`src/rtl/cpu_pkg.sv`:
```
// Shared CPU definitions: architectural vectors, the NOP encoding and the
// fetch-entry record passed from instruction fetch to decode.
package cpu_pkg;

    localparam logic [31:0] RESET_VECTOR = 32'hbfc00000;
    localparam logic [31:0] EXCP_VECTOR  = 32'hbfc00380;
    localparam logic [31:0] NOP_INST     = 32'h00000000;

    // One fetched instruction with its PC and an address-error flag.
    typedef struct packed {
        logic [31:0] pc;
        logic [31:0] inst;
        logic        adel;
    } fetch_entry_t;

    localparam int FETCH_ENTRY_W = $bits(fetch_entry_t);

    function automatic fetch_entry_t make_entry(input logic [31:0] pc,
                                                input logic [31:0] inst,
                                                input logic        adel);
        fetch_entry_t e;
        e.pc   = pc;
        e.inst = inst;
        e.adel = adel;
        return e;
    endfunction

endpackage

```
`src/rtl/if_fifo.sv`:
```
// Small synchronous FIFO with a synchronous clear. Used by the fetch stage
// both as the in-flight PC tag queue and as the decode-side output buffer.
// DEPTH must be a power of two so the pointers wrap naturally; full/empty
// come from an occupancy count one bit wider than the pointers.
module if_fifo #(
    parameter int WIDTH = 32,
    parameter int DEPTH = 2,
    parameter int CNT_W = $clog2(DEPTH) + 1
) (
    input  logic             clk,
    input  logic             resetn,
    input  logic             clear,
    input  logic             push,
    input  logic [WIDTH-1:0] push_data,
    input  logic             pop,
    output logic [WIDTH-1:0] head,
    output logic [CNT_W-1:0] count,
    output logic             empty,
    output logic             full
);

    localparam int PTR_W = (DEPTH > 1) ? $clog2(DEPTH) : 1;

    logic [WIDTH-1:0] mem [DEPTH];
    logic [PTR_W-1:0] wr_ptr;
    logic [PTR_W-1:0] rd_ptr;
    logic             do_push;
    logic             do_pop;

    assign empty   = (count == '0);
    assign full    = (count == CNT_W'(DEPTH));
    assign do_push = push && !full;
    assign do_pop  = pop && !empty;
    assign head    = mem[rd_ptr];

    // Pointer and occupancy bookkeeping; clear drops every entry at once.
    always_ff @(posedge clk) begin
        if (!resetn || clear) begin
            wr_ptr <= '0;
            rd_ptr <= '0;
            count  <= '0;
        end else begin
            if (do_push) begin
                wr_ptr <= wr_ptr + 1'b1;
            end
            if (do_pop) begin
                rd_ptr <= rd_ptr + 1'b1;
            end
            case ({do_push, do_pop})
                2'b10:   count <= count + 1'b1;
                2'b01:   count <= count - 1'b1;
                default: count <= count;
            endcase
        end
    end

    // Entry storage; contents are only meaningful below the occupancy count.
    always_ff @(posedge clk) begin
        if (do_push) begin
            mem[wr_ptr] <= push_data;
        end
    end

endmodule

```
`src/rtl/if_fetch.sv`:
```
// Instruction-fetch stage sitting right after the PC register.
// Issues requests on the SRAM-like instruction port, tags each accepted
// request with its PC, buffers returned instructions and hands them to
// decode over a valid/ready handshake. A redirect (flush) empties the
// buffer and marks every response still owed by memory for dropping.
// In-flight requests plus buffered entries never exceed DEPTH, so neither
// queue can overflow.
// Optional build macro: IF_FETCH_ADEL_CHECK_EN -- when defined, a
// misaligned PC is not sent to memory; instead an AdEL-flagged entry is
// queued for decode once the pipe in front of it has drained.
module if_fetch
    import cpu_pkg::*;
#(
    parameter int DEPTH = 2,
    parameter int CNT_W = $clog2(DEPTH) + 1
) (
    input  logic        clk,
    input  logic        resetn,
    input  logic [31:0] pc_i,
    output logic        pc_adv,
    input  logic        flush,
    output logic        inst_req,
    output logic [31:0] inst_addr,
    input  logic        inst_addr_ok,
    input  logic [31:0] inst_rdata,
    input  logic        inst_data_ok,
    output logic        id_valid,
    output logic [31:0] id_pc,
    output logic [31:0] id_inst,
    input  logic        id_ready,
    output logic        id_excp_adel
);

    logic [CNT_W-1:0] inflight;
    logic [CNT_W-1:0] cancel_cnt;
    logic [CNT_W-1:0] fifo_count;
    logic [CNT_W:0]   budget_used;
    logic             has_room;
    logic             misaligned;
    logic             adel_push;
    logic             accept;
    logic             resp_keep;

    logic [31:0]      tag_pc;
    logic [CNT_W-1:0] tag_count;
    logic             tag_empty;
    logic             tag_full;

    fetch_entry_t     out_push_data;
    fetch_entry_t     out_head;
    logic             out_push;
    logic             out_pop;
    logic             out_empty;
    logic             out_full;

    logic             unused_bits;

    // Issue budget counts both owed responses and buffered entries.
    assign budget_used = {1'b0, inflight} + {1'b0, fifo_count};
    assign has_room    = (budget_used < (CNT_W + 1)'(DEPTH));

`ifdef IF_FETCH_ADEL_CHECK_EN
    assign misaligned = (pc_i[1:0] != 2'b00);
    // The fault entry waits until older requests have returned so that it
    // reaches decode behind them, in program order.
    assign adel_push  = resetn && !flush && misaligned &&
                        (inflight == '0) && (fifo_count < CNT_W'(DEPTH));
    assign id_excp_adel = id_valid && out_head.adel;
`else
    assign misaligned   = 1'b0;
    assign adel_push    = 1'b0;
    assign id_excp_adel = 1'b0;
`endif

    assign inst_req  = resetn && !flush && !misaligned && has_room;
    assign inst_addr = pc_i;
    assign accept    = inst_req && inst_addr_ok;
    assign pc_adv    = accept || adel_push;

    // A response is kept only when nothing is owed to an earlier redirect
    // and no redirect is happening right now.
    assign resp_keep = inst_data_ok && !flush && (cancel_cnt == '0);

    assign out_push      = resp_keep || adel_push;
    assign out_push_data = adel_push ? make_entry(pc_i, NOP_INST, 1'b1)
                                     : make_entry(tag_pc, inst_rdata, 1'b0);
    assign out_pop       = id_valid && id_ready && !flush;

    assign id_valid = !out_empty;
    assign id_pc    = out_head.pc;
    assign id_inst  = out_head.inst;

    assign unused_bits = ^{tag_count, tag_empty, tag_full, out_full, out_head.adel};

    // PC tags of accepted requests, consumed in order as responses return.
    // A flush does not touch it: cancelled responses still pop their tag.
    if_fifo #(
        .WIDTH (32),
        .DEPTH (DEPTH),
        .CNT_W (CNT_W)
    ) u_tag_q (
        .clk       (clk),
        .resetn    (resetn),
        .clear     (1'b0),
        .push      (accept),
        .push_data (pc_i),
        .pop       (inst_data_ok),
        .head      (tag_pc),
        .count     (tag_count),
        .empty     (tag_empty),
        .full      (tag_full)
    );

    // Decode-side buffer; registered, so data seen at t is visible at t+1.
    if_fifo #(
        .WIDTH (FETCH_ENTRY_W),
        .DEPTH (DEPTH),
        .CNT_W (CNT_W)
    ) u_out_q (
        .clk       (clk),
        .resetn    (resetn),
        .clear     (flush),
        .push      (out_push),
        .push_data (out_push_data),
        .pop       (out_pop),
        .head      (out_head),
        .count     (fifo_count),
        .empty     (out_empty),
        .full      (out_full)
    );

    // Track owed responses and how many of them a redirect has cancelled.
    always_ff @(posedge clk) begin
        if (!resetn) begin
            inflight   <= '0;
            cancel_cnt <= '0;
        end else begin
            case ({accept, inst_data_ok})
                2'b10:   inflight <= inflight + 1'b1;
                2'b01:   inflight <= inflight - 1'b1;
                default: inflight <= inflight;
            endcase

            if (flush) begin
                cancel_cnt <= inflight - CNT_W'(inst_data_ok);
            end else if (inst_data_ok && (cancel_cnt != '0)) begin
                cancel_cnt <= cancel_cnt - 1'b1;
            end
        end
    end

`ifndef SYNTHESIS
    // Memory must never return data nobody asked for.
    always_ff @(posedge clk) begin
        if (resetn && inst_data_ok) begin
            assert (inflight != '0)
                else $error("if_fetch: inst_data_ok with no request in flight");
        end
    end
`endif

endmodule
```
`config.mk`:
```
export PLATFORM = sky130hd
export DESIGN_NAME = if_fetch
export DESIGN_NICKNAME = d
export VERILOG_FILES = /design/src/rtl/cpu_pkg.sv /design/src/rtl/if_fifo.sv /design/src/rtl/if_fetch.sv
export SDC_FILE = /design/constraint.sdc
export NUM_CORES = 1
export LEC_CHECK = 0
export ABC_AREA = 1
export BUFFER_PORTS_ARGS = -buffer_cell sky130_fd_sc_hd__buf_2
export CAP_MARGIN = 10
export CELL_PAD_IN_SITES_DETAIL_PLACEMENT = 1
export CELL_PAD_IN_SITES_GLOBAL_PLACEMENT = 1
export CORE_ASPECT_RATIO = 1.1
export CORE_MARGIN = 2
export CORE_UTILIZATION = 45
export CTS_BUF_LIST = sky130_fd_sc_hd__clkbuf_4 sky130_fd_sc_hd__clkbuf_8
export CTS_CLUSTER_SIZE = 8
export DETAILED_ROUTE_END_ITERATION = 12
export HOLD_SLACK_MARGIN = 0.1
export PLACE_DENSITY = 0.88
export SYNTH_ARGS = -nofsm -noshare
export SYNTH_HDL_FRONTEND = slang
export SYNTH_SLANG_ARGS = --single-unit
```
`constraint.sdc`:
```
create_clock -name clk -period 6.1 [get_ports clk]
set_clock_uncertainty 0.15 [all_clocks]
set_input_delay 1.525 -clock clk [delete_from_list [all_inputs] [get_ports clk]]
set_output_delay 1.525 -clock clk [all_outputs]
set_load 0.01 [all_outputs]
```
==> impl_results.md, run 1 <==
- Dpl cell area: about 8800 um^2
- Reg2Reg Depth: 8
- Hold Path Class: reg -> reg
- Most common cell after layout, fill and taps aside: edfxtp_1
- Vias in the first global route: ~4,700
- Initial drt markers: roughly 190
- Max cap viols: 0
- Routed length per instance: roughly 18 um
- CP startpoint kind: primary input
- Worst reg2reg setup slack: about 3.3 ns
- Syn Std Cell Area: 8010 um^2
- Worst Path Required: between 4 and 5 ns
- NumNets Final: about 700
- Period utilization: ~64%
- First-pass GRT wire length: 24,600 um
- Core area: ~18,000 um^2
- Fraction of layout instances using a drive strength above 1: just over 50%
- Antenna cells: 0
- #FFs+latches synth: around 210
- Commonest non-fill, non-tap cells in the layout: edfxtp_1, buf_2, mux2_2
- Die footprint: 18,900 um^2
- Final ANT Viol Nets: 0
- Clk root buf: clkbuf_8
- Setup Slack @ Placement: 2.10 ns
- CP endpoint: pc_adv
- Gp weighted congestion: about 0.73
- Setup bufs post-CTS: 0
- Die Y: approximately 140 um
- Initial antenna violation count: 0
- Mean post-synth cell area: 18.0 um^2
- Max-slew violations: 0
- TritonCTS clock tree: done
- Reg clk slew, reported paths: 0.06 ns
- Std-Cell Rows: between 50 and 60
- Largest net degree at the start of global routing: 65
- Sink Count: a little over 200
- Syn Nets: approximately 520
- Crit end category: primary output
- Worst setup margin: around 2.2 ns
- Pre-Repair DR Iteration Count: 4
- Post-synth cell types: 28
- Worst reg2reg path endpoint: u_tag_q.mem[0][20]
- Worst flop-to-flop path startpoint: u_out_q.count[0]
- CTS max path bufs: 3
- Final Critical Period: slightly below 4 ns
- CTS buffer count: 35
- Synthesis-to-finish area growth: 18.5%
- Fmax achieved: 0.256 GHz
- IO Count: 170
- Vias per cell: 4.82
- Post-CTS Hold Buffers: 0
- Clk_lat worst skew: roughly 0.50 ns
- Mapped Cells: roughly 450
- Finished layout cell area: between 9000 and 10,000 um^2
- Fin. Hold Viols: 0
- Die W: around 130 um
- Seq/Total Area, Yosys: 75.5%
- HPWL after DPL: 10,300 um
- Crit. Startpoint: resetn
- H-tree levels: 2
- RSZ-0062 raised after global routing: no
- Crit path DAT: between 2 and 2.5 ns
- All-Layer GR Usage: ~17%
- Crit path max fanout: 10
- Grt total ovfl: 0
- Port bufs: approximately 170
- Worst-margin pin slew: ~1.0 ns
- YS warnings: 0
- Pwr Total: 3010 uW
- Peak VDD IR: between 0.1 and 0.15 mV
- Post-CTS sizing: 0
- Outcome: finished clean
- Via count: between 4,000 and 5,000
- Relative slew slack: between 30% and 40%
- Number of remaining DRC errors: 0
- # setup viols final: 0
- Power per cell area: approximately 320 nW/um^2
- Leak: 0.00348 uW
- Number of fill cells: roughly 1,700
- Starting Density: about 46%
- Total Routed Length: 15,800 um
- WS Path Type: in -> out
- Setup TNS Final: 0 ns
critical path: stages:
cell,delay (ns)
buf_2,0.21
inv_4,0.05
nor2_4,0.14
nand3_4,0.11
inv_1,0.06
buf_2,0.12
sequential cells by signal, summed over array words and instances, names as in the netlist, named ones only:
name            count
cancel_cnt          2
inflight            2
u_out_q.count       2
u_out_q.mem       128
u_out_q.rd_ptr      1
u_out_q.wr_ptr      1
u_tag_q.count       2
u_tag_q.mem        64
u_tag_q.rd_ptr      1
u_tag_q.wr_ptr      1
power by group:
part	leakage [uW]	internal (uW)	total (uW)	switching (uW)
clock network	0.000342	663	1170	511
registers	0.00186	1600	1630	25.7
logic	0.00127	92.9	209	116
total	0.00348	2360	3010	652
kinds of logic (layout without fill, tap and decap cells):
group | Yosys count | after routing | synth area share, %
flip-flops | 206 | 206 | 75.5
buffers and inverters | 64 | 247 | 5.44
other | 1 | 1 | 0.0468
AO/OA/AOI/OAI | 18 | 18 | 1.17
adder cells (fa/ha/maj) | 6 | 6 | 1.03
XOR/XNOR | 1 | 1 | 0.109
AND/OR/NAND/NOR | 53 | 53 | 3.20
multiplexers | 96 | 96 | 13.5
through the flow:
step | instances | utilization, % | hold WS, ns
after global routing | 866 | 54.1 | 0.328
final | 866 | 54.1 | 0.301
after floorplan | 445 | - | 0.275
after global placement | 809 | 50.3 | 0.290
after detailed placement | 809 | 50.3 | 0.293
after CTS | 866 | 54.1 | 0.299
routing by layer:
metal  part of all wire (%)  vias up  GRT usage (%)
met5                      0        -              0
met4                    2.0        0           5.66
met3                    5.9       30           4.66
met2                     53      136           31.1
met1                     39     2064           18.6
li1                       -     1946              -
cell usage after synthesis:
cell type,number,area share [%]
fa_1,1,0.25
clkbuf_2,1,0.062
nand3_1,1,0.062
dfxtp_1,14,3.5
mux2_1,2,0.28
o21ai_1,1,0.062
inv_1,16,0.75
inv_2,2,0.094
nand4_2,1,0.16
and2_1,1,0.078
ha_1,5,0.78
nand2_1,20,0.94
nand4_1,1,0.078
inv_4,1,0.078
buf_4,37,3.5
nor2_4,2,0.28
nor3b_1,3,0.28
nand3_4,1,0.22
edfxtp_1,192,72
or2_1,1,0.078
xor2_1,1,0.11
nor2_1,22,1.0
buf_6,7,0.98
conb_1,1,0.047
mux2_2,94,13
a21oi_2,1,0.11
a21oi_1,9,0.56
o21ai_0,7,0.44
worst min path at each step:
stage,depth (start not counted),slack (ns),startpoint,to
6_report,1,0.30,u_tag_q.rd_ptr,register
3_3_place_gp,1,0.29,u_tag_q.rd_ptr,register
3_5_place_dp,1,0.29,u_tag_q.rd_ptr,register
2_1_floorplan,1,0.28,u_tag_q.rd_ptr,register
5_1_grt,1,0.33,u_tag_q.rd_ptr,register
4_1_cts,1,0.30,u_tag_q.rd_ptr,register
cell type report:
cell class	count	area [um^2]	share of cell area, %
clock buffer	46	589	6.21
clock inverter	11	67.6	0.712
inverter	19	73.8	0.778
multi-input combinational	175	1550	16.3
sequential	206	6050	63.7
tap	238	298	3.14
timing repair buffer	171	863	9.10
(Power assumes the default switching activity.)
==> run 2: changes to the inputs <==
--- a/config.mk
+++ b/config.mk
@@ -12,7 +12,7 @@
 export CELL_PAD_IN_SITES_GLOBAL_PLACEMENT = 1
 export CORE_ASPECT_RATIO = 1.1
 export CORE_MARGIN = 2
-export CORE_UTILIZATION = 45
+export CORE_UTILIZATION = 43
 export CTS_BUF_LIST = sky130_fd_sc_hd__clkbuf_4 sky130_fd_sc_hd__clkbuf_8
 export CTS_CLUSTER_SIZE = 8
 export DETAILED_ROUTE_END_ITERATION = 12
==> constraint.sdc (replaced) <==
create_clock -name clk -period 3.5 [get_ports clk]
set_clock_uncertainty 0.15 [all_clocks]
set_input_delay 0.875 -clock clk [delete_from_list [all_inputs] [get_ports clk]]
set_output_delay 0.875 -clock clk [all_outputs]
set_load 0.01 [all_outputs]
==> run 2 against run 1 <==
Setup slack worse by 1.7 ns. First-iteration DRC count shrank 16%. Via count up 1.6%. Critical endpoint unchanged. Largest power group unchanged. Highest routed layer unchanged.
==> impl_results.md, run 2 (synthesized netlist as in run 1, its figures left out) <==
- Top routing layer in use: met4
- CTS max path bufs: 3 (unchanged)
- Setup Slack @ Placement: 0.763 ns (-1.33 ns)
- Final Critical Period: between 3 and 4 ns
- Register with the most flip-flops: u_out_q.mem
- Crit-path most repeated cell: inv_1
- First-pass GRT wire length: 24,700 um (+0.67%)
- Fmax achieved: about 0.33 GHz
- Max cap viols: 0 (unchanged)
- Period utilization: between 80% and 90%
- WS Path Type: reg -> out
- IO Count: 170 (unchanged)
- Worst Path Required: 2.47 ns (-1.96 ns)
- Die footprint: 19,700 um^2 (+4.5%)
- Worst-margin pin slew: 0.825 ns (-0.218 ns)
- Outcome: finished clean
- Grt total ovfl: 0 (unchanged)
- Fin. Hold Viols: 0 (unchanged)
- All-Layer GR Usage: 16.1% (-0.60 points)
- Crit path DAT: 2.02 ns (-0.21 ns)
- Crit end category: primary output
- Starting Density: 43.6% (-2.0 points)
- Core area: 18,300 um^2 (+4.6%)
- Final ANT Viol Nets: 0 (unchanged)
- Antenna cells: 0 (unchanged)
- Gp weighted congestion: 0.799 (+8.8%)
- Peak VDD IR: 0.359 mV (+160%)
- Synthesis-to-finish area growth: 19.2%
- Routed length per instance: 18.0 um (-1.4%)
- Hold Path Class: reg -> reg
- # setup viols final: 0 (unchanged)
- Crit-path max cell delay: 0.43 ns (+0.22 ns)
- Final Core Density: 52.0% (-2.1 points)
- DR WL met3: 1030 um (+11%)
- Largest register FFs: 128 (unchanged)
- Fraction of layout instances using a drive strength above 1: 52.7% (+0.94 points)
- Clk_lat worst skew: 0.51 ns (about the same)
- NumNets Final: 686 (+0.29%)
- Vias in the first global route: 4,660 (-1.6%)
- Number of remaining DRC errors: 0 (unchanged)
- Post-CTS sizing: 0 (unchanged)
- Via count: 4,243 (+1.6%)
- Port bufs: 168 (unchanged)
- Worst setup margin: 0.451 ns (-1.75 ns)
- Total Routed Length: 15,800 um (-0.42%)
- TritonCTS clock tree: done
- Largest net degree at the start of global routing: 65 (unchanged)
- Pre-Repair DR Iteration Count: 4 (unchanged)
- Reg clk slew, reported paths: 0.06 ns (about the same)
- Setup TNS Final: 0 ns (unchanged)
- HPWL after DPL: 10,200 um (-0.76%)
- Met2 wire length: 8020 um (-5.0%)
- Vias per cell: 4.85 (+0.56%)
- Clk root buf: clkbuf_8
- Die Y: 147 um (+2.2%)
- Max-slew violations: 0 (unchanged)
- H-tree levels: 2 (unchanged)
- Leak: 0.00350 uW (+0.82%)
- Relative slew slack: 45.0% (+15 points)
- Std-Cell Rows: 52 (+2.0%)
- Met1 wire length: 6400 um (+3.8%)
- RSZ-0062 raised after global routing: no
- Initial antenna violation count: 0 (unchanged)
- Biggest regs: u_out_q.mem x128, u_tag_q.mem x64
- Die W: 134 um (+2.2%)
- Commonest non-fill, non-tap cells in the layout: edfxtp_1, buf_2, mux2_2
- Post-CTS Hold Buffers: 0 (unchanged)
- Crit path max fanout: 5 (-5)
- Worst path cell trace: nand2_1 > inv_1 > fa_1 > nor2_1 > nand3_4 > inv_1 > buf_2
- Sink Count: 206 (unchanged)
- Most common cell after layout, fill and taps aside: edfxtp_1
- CTS buffer count: 35 (unchanged)
- CP max-delay cell: fa_1
- Power per cell area: 546 nW/um^2 (+72%)
- Initial drt markers: 162 (-16%)
- Setup bufs post-CTS: 0 (unchanged)
- CP startpoint kind: register
[run 2: cell types whose count changed in the layout (fill, tap and decap cells not counted), sizes merged]
cell	delta
clkbuf	+4
clkinv	-4
buf	+2
inv	+2
bufinv	-1
clkinvlp	+1
[run 2: final cells by class]
class / instances / area (um^2)
fillers: 1808 / 8800
repair buffers: 173 / 916
well taps: 243 / 304
inverters: 19 / 73.8
multi-input cells: 175 / 1550
flip-flops and latches: 206 / 6050
clock inverters: 9 / 43.8
clock buffers: 50 / 607
[run 2: per-layer routing]
layer	global-route usage, %	vias up
li1	-	1949
met1	19.5	2100
met2	27.8	163
met3	4.49	31
met4	5.74	0
met5	0	-
[run 2: final timing paths]
| kind | startpoint | end | slack (ns) | cells past startpoint |
|---|---|---|---|---|
| max | u_out_q.count[0] | pc_adv | 0.45 | 7 |
| min | u_tag_q.rd_ptr | register | 0.32 | 1 |
| max reg2reg | u_out_q.count[0] | u_tag_q.mem[0][12] | 0.86 | 9 |
| min reg2reg | u_tag_q.rd_ptr | register | 0.32 | 1 |
[run 2: per-stage QoR]
step | hold slack, ns | cell area [um^2] | total power, uW | cells
6_report | 0.319 | 9540 | 5210 | 875
5_1_grt | 0.356 | 9540 | 5440 | 875
4_1_cts | 0.314 | 9540 | 5300 | 875
3_5_place_dp | 0.299 | 8890 | 3260 | 816
3_3_place_gp | 0.287 | 8890 | 3230 | 816
2_1_floorplan | 0.275 | 8010 | 3110 | 445
[run 2: worst max-delay path, delay by kind of cell (launching register included)]
kind                       cells  cell delay, ns
DFF                            1            0.38
and+or+nand+nor                3            0.42
buffers and inverters          3            0.31
adders and majority gates      1            0.43
[run 2: report_power, final]
part	switching, uW	internal (uW)
combinational	209	167
clock	892	1110
sequential	41.8	2790
